## src/rtl/memory_page_reader.sv

```systemverilog
// memory_page_reader: read-side sequencer for the paged BRAM.
// On start it latches a page and its entry count, then issues that many
// consecutive reads. Issue is credit-limited so returned words always fit in
// the skid FIFO. Returned words are delivered on a valid/ready stream that
// carries a last flag.
//
// Ports:
//   clka, rstb         clock; synchronous active-high reset
//   start, page        one-cycle page read request (ignored while busy)
//   nent_all           per-page entry counts, page p at [p*ENT_BITS +: ENT_BITS]
//   busy, done         busy from accepted start; done pulses when page delivered
//   addrb, enb, regceb memory read port ({page, index}, enable, out-reg enable)
//   mem_dout           memory read data, valid LAT cycles after enb
//   dout, dout_valid,
//   dout_ready,
//   dout_last          output stream (FIFO head), last marks final entry
module memory_page_reader #(
    parameter int RAM_WIDTH  = 18,
    parameter int PAGE_BITS  = 3,
    parameter int ENT_BITS   = 7,
    parameter int LAT        = 2,
    parameter int FIFO_DEPTH = 4
) (
    input  logic                              clka,
    input  logic                              rstb,
    input  logic                              start,
    input  logic [PAGE_BITS-1:0]              page,
    input  logic [(2**PAGE_BITS)*ENT_BITS-1:0] nent_all,
    output logic                              busy,
    output logic                              done,
    output logic [PAGE_BITS+ENT_BITS-1:0]     addrb,
    output logic                              enb,
    output logic                              regceb,
    input  logic [RAM_WIDTH-1:0]              mem_dout,
    output logic [RAM_WIDTH-1:0]              dout,
    output logic                              dout_valid,
    input  logic                              dout_ready,
    output logic                              dout_last
);

    localparam int NPAGES = 2 ** PAGE_BITS;
    localparam int PW     = $clog2(FIFO_DEPTH);
    localparam int CW     = $clog2(FIFO_DEPTH + 1);

    typedef enum logic [1:0] {StIdle, StIssue, StDrain} state_e;

    state_e                state_q, state_d;
    logic [PAGE_BITS-1:0]  pg_q, pg_d;
    logic [ENT_BITS-1:0]   n_q, n_d;
    logic [ENT_BITS-1:0]   idx_q, idx_d;
    logic [LAT-1:0]        vld_pipe_q, vld_pipe_d;
    logic [LAT-1:0]        last_pipe_q, last_pipe_d;
    logic [FIFO_DEPTH-1:0] fifo_last_q, fifo_last_d;
    logic [PW-1:0]         wptr_q, wptr_d;
    logic [PW-1:0]         rptr_q, rptr_d;
    logic [CW-1:0]         cnt_q, cnt_d;
    logic                  done_q, done_d;
    logic [RAM_WIDTH-1:0]  fifo_data_q [FIFO_DEPTH];

    logic [ENT_BITS-1:0]   nent_sel;
    logic [CW:0]           used;
    logic                  credit_ok;
    logic                  issue;
    logic                  is_last_issue;
    logic                  push;
    logic                  pop;
    logic                  head_last;

    always_comb begin
        nent_sel = '0;
        for (int p = 0; p < NPAGES; p++) begin
            if (page == PAGE_BITS'(p)) nent_sel = nent_all[p*ENT_BITS +: ENT_BITS];
        end
    end

    // Reads in flight plus words already buffered must stay below the FIFO
    // depth, so every returning word is guaranteed a slot.
    always_comb begin
        used = {1'b0, cnt_q};
        for (int i = 0; i < LAT; i++) begin
            used = used + {{CW{1'b0}}, vld_pipe_q[i]};
        end
        credit_ok = used < (CW+1)'(FIFO_DEPTH);
    end

    assign issue         = (state_q == StIssue) && credit_ok;
    assign is_last_issue = (idx_q == n_q - ENT_BITS'(1));
    assign push          = vld_pipe_q[LAT-1];
    assign dout_valid    = (cnt_q != '0);
    assign pop           = dout_valid && dout_ready;
    assign head_last     = fifo_last_q[rptr_q];

    assign enb        = issue;
    assign addrb      = issue ? {pg_q, idx_q} : '0;
    assign regceb     = 1'b1;
    assign busy       = (state_q != StIdle);
    assign done       = done_q;
    assign dout       = fifo_data_q[rptr_q];
    assign dout_last  = dout_valid && head_last;

    always_comb begin
        state_d = state_q;
        pg_d    = pg_q;
        n_d     = n_q;
        idx_d   = idx_q;
        done_d  = 1'b0;
        unique case (state_q)
            StIdle: begin
                if (start) begin
                    pg_d  = page;
                    n_d   = nent_sel;
                    idx_d = '0;
                    if (nent_sel == '0) begin
                        // Empty page: nothing to read, finish next cycle.
                        state_d = StDrain;
                        done_d  = 1'b1;
                    end else begin
                        state_d = StIssue;
                    end
                end
            end
            StIssue: begin
                if (issue) begin
                    idx_d = idx_q + ENT_BITS'(1);
                    if (is_last_issue) state_d = StDrain;
                end
            end
            StDrain: begin
                if (n_q == '0) begin
                    state_d = StIdle;
                end else if (pop && head_last) begin
                    done_d  = 1'b1;
                    state_d = StIdle;
                end
            end
            default: state_d = StIdle;
        endcase
    end

    // Latency pipeline: one (valid, last) tag per issued read.
    always_comb begin
        vld_pipe_d     = vld_pipe_q;
        last_pipe_d    = last_pipe_q;
        vld_pipe_d[0]  = issue;
        last_pipe_d[0] = issue && is_last_issue;
        for (int i = 1; i < LAT; i++) begin
            vld_pipe_d[i]  = vld_pipe_q[i-1];
            last_pipe_d[i] = last_pipe_q[i-1];
        end
    end

    always_comb begin
        wptr_d      = push ? wptr_q + PW'(1) : wptr_q;
        rptr_d      = pop ? rptr_q + PW'(1) : rptr_q;
        fifo_last_d = fifo_last_q;
        if (push) fifo_last_d[wptr_q] = last_pipe_q[LAT-1];
        case ({push, pop})
            2'b10:   cnt_d = cnt_q + CW'(1);
            2'b01:   cnt_d = cnt_q - CW'(1);
            default: cnt_d = cnt_q;
        endcase
    end

    always_ff @(posedge clka) begin
        if (rstb) begin
            state_q     <= StIdle;
            pg_q        <= '0;
            n_q         <= '0;
            idx_q       <= '0;
            vld_pipe_q  <= '0;
            last_pipe_q <= '0;
            fifo_last_q <= '0;
            wptr_q      <= '0;
            rptr_q      <= '0;
            cnt_q       <= '0;
            done_q      <= 1'b0;
        end else begin
            state_q     <= state_d;
            pg_q        <= pg_d;
            n_q         <= n_d;
            idx_q       <= idx_d;
            vld_pipe_q  <= vld_pipe_d;
            last_pipe_q <= last_pipe_d;
            fifo_last_q <= fifo_last_d;
            wptr_q      <= wptr_d;
            rptr_q      <= rptr_d;
            cnt_q       <= cnt_d;
            done_q      <= done_d;
        end
    end

    // Data storage needs no reset; occupancy is tracked by cnt_q.
    always_ff @(posedge clka) begin
        if (push) fifo_data_q[wptr_q] <= mem_dout;
    end

endmodule

```

## config.mk

```make
export PLATFORM = sky130hd
export DESIGN_NAME = memory_page_reader
export DESIGN_NICKNAME = d
export VERILOG_FILES = /design/src/rtl/memory_page_reader.sv
export SDC_FILE = /design/constraint.sdc
export NUM_CORES = 1
export LEC_CHECK = 0
export BUFFER_PORTS_ARGS = -buffer_cell sky130_fd_sc_hd__buf_2
export CAP_MARGIN = 25
export CORE_MARGIN = 2
export CORE_UTILIZATION = 54
export CTS_CLUSTER_SIZE = 24
export DETAILED_ROUTE_END_ITERATION = 6
export PLACE_DENSITY = 0.8
export SKIP_LAST_GASP = 1
export SYNTH_ARGS = -nofsm -noshare
export SYNTH_HDL_FRONTEND = slang
export SYNTH_SLANG_ARGS = --single-unit
```

## constraint.sdc

```tcl
create_clock -name clka -period 2.74 [get_ports clka]
set_clock_uncertainty 0.2 [all_clocks]
set_input_delay 0.137 -clock clka [delete_from_list [all_inputs] [get_ports clka]]
set_output_delay 0.137 -clock clka [all_outputs]
set_load 0.02 [all_outputs]
```

==> results.ini <==
[outcome]
outcome=complete, no violations

[sta]
hold_slack_ns=0.0179
fmax_mhz=395
finalCritPeriodShare_pct=92.4
tightest_slew_ns=0.650
hold_viol_final=0
setup_slack_ns=0.209
period_needed_ns=2.53
rsz0062_at_grt=false
fin_tns_setup_ns=0
setup_viol=0
finalMaxSlewViolations=0
slew_headroom_pct=56.6

[critical_path]
worstPathRequired_ns=2.40
cp_max_fo=15
cp.arrival_ns=2.19
cp-start-kind=register
crit_type=reg -> out
crit_end=addrb[2]
r2r-start=cnt_q[1]$_SDFFE_PP0P_
reg2reg_to=cnt_q[2]$_SDFFE_PP0P_
worstRegToRegCells=8
regToRegSetupSlack_ns=0.32
end_kind=output port
startpoint=vld_pipe_q[1]$_SDFF_PP0_

[drt]
drt-total-wl_um=9910
post_drt_via_cell_ratio=5.44
wl_met1_um=4230
dr.first_iter.drc_count=108
wl_met3_um=545
drc=0
vias=3467
firstDrtPassIters=4
dr_wl_met2_um=5020
drtAntennaViolNets=0
wl_per_cell_um=15.6
dr.max_layer_used=met4

[placement]
preCtsSetupSlack_ns=0.291
hpwl_um=7090
numPlacedInstances=603
place_congestion=0.855
io_buffers=113

[logic_synthesis]
yosysWarnings=0
synth_top_area_share_pct=42.7
yosys.area.top_type=edfxtp_1
synth_edf_count=72
synth.most_common_cell=edfxtp_1
synth_nets=483
synth-main-ff-cell=edfxtp_1
netlist_top_cells_count=edfxtp_1, dfxtp_1, nor2_1
synthCells=392
synth_area_leaders=edfxtp_1, dfxtp_1, mux4_2
postSynthRegisterBits=109
synth_area_um2=5060
yosysSeqAreaShare_pct=57.3
synth_area_per_cell_um2=12.9
ys_types=45
ys_async_sr_fraction_pct=0

[clocking]
cts_tree=built
root_buffer=clkbuf_8
post-cts-setup-buffer-count=0
path_clk_slew_ns=0.11
clock_latency_ns=0.36
h-tree-depth=3
clockBufferDepth=2
clock_sinks=109
numCtsBuffers=9

[global_route]
antenna_found_initial=0
grt-ovfl-total=0
grt_max_degree=34
grt_pass1_wl_um=16500
grt_pass1_vias=3532
grt_usage_pct=20.7

[layout]
layout.cells.non_filler=637
syn_to_final_growth_pct=20.6
drive_above_1_share_pct=32.7
antenna_cells=0
final_nets=612
finish.utilization_pct=66.7

[pwr]
powerDensity_nw_per_um2=562
p_leak_uw=0.00235
vdd.ir_drop.worst_v=0.000289

[die]
dieArea_um2=10200
start_util_pct=55.3
io_pins=115
core_region_area_um2=9150
fp.dieW_um=101
die_y_um=101
num_rows=35

[hold_path]
hp-class=in -> reg

[run]
maxCapViolCount=0

cell type report:
type / count / area (um2)
flip-flops and latches: 109 / 2900
multi-input cells: 242 / 1980
clock buffers: 10 / 138
clock inverters: 6 / 53.8
fillers: 691 / 3050
inverters: 19 / 71.3
repair buffers: 140 / 817
well taps: 111 / 139
cell families after synthesis:
family,Yosys count,synth area share [%]
other,1,0.0741
xor gates and xnor gates,20,3.46
DFF,109,57.3
muxes,35,13.6
adders and majority gates,10,2.62
and+or+nand+nor,112,10.9
AOI/OAI and AO/OA,64,8.53
buffers and inverters,41,3.53
critical path, cell delays in order, from the launching register on:
cell and delay (ns):
dfxtp_2 0.37, ha_1 0.29, a21o_1 0.22, a2111oi_4 0.40, buf_6 0.20, and2_1 0.17
buf_2 0.18
power breakdown:
group / switching (uW) / internal, uW / total (uW)
combinational: 346 / 316 / 662
sequential: 54.5 / 1800 / 1850
clock: 546 / 372 / 917
total: 946 / 2490 / 3430
repair_timing:
action	4_1_cts	5_1_grt
endpoints found under the hold margin	72	0
resized for setup	0	2
hold buffers	18	0
setup endpoints to repair	0	9
cells in the final DEF, fill, tap and decap left out, drive strengths merged, types with 3 or more instances in the layout:
cell type    netlist  final
edfxtp            72     72
xnor2              9      9
ha                 9      9
o32ai              8      8
nand2b            11     11
nor2              37     37
a21oi             31     31
and2              16     16
o21ai             10     10
inv               19     22
buf               14    122
nand2             26     26
nand3              4      4
a21o               3      3
or3                3      3
clkinvlp           0      3
mux4              27     27
xor2              11     11
clkbuf             8     10
dlygate4sd3        0     18
dfxtp             37     37
mux2i              8      8
how the worst min path moves through the flow:
stage,cells after the start,endpoint,from,slack [ns]
after floorplan,0,fifo_data_q[0][0]$_DFFE_PP_,mem_dout[0],0.04
after global placement,1,fifo_data_q[0][0]$_DFFE_PP_,mem_dout[0],0.15
after detailed placement,1,fifo_data_q[0][8]$_DFFE_PP_,mem_dout[8],0.15
after CTS,3,pg_q[2]$_SDFFE_PP0P_,page[2],0.0004
after global routing,3,pg_q[2]$_SDFFE_PP0P_,page[2],0.02
final,3,pg_q[2]$_SDFFE_PP0P_,page[2],0.02
per-layer routing:
metal  vias up  GRT usage [%]
met5         -              0
met1      1645           26.0
met3        10           4.92
met4         0           5.27
li1       1697              -
met2       115           36.1
state kept, by name, indices dropped and copies added (netlist names), 3 cells and up, named ones only:
signal,flops
fifo_data_q,72
idx_q,7
n_q,7
fifo_last_q,4
cnt_q,3
pg_q,3
per-stage QoR:
step                      power [uW]  area [um2]
after detailed placement        2530        5730
after CTS                       3460        6100
final                           3430        6100
after global routing            3600        6100
after floorplan                 2330        5060
after global placement          2510        5730
No activity file was read; power rests on OpenSTA's default activity.
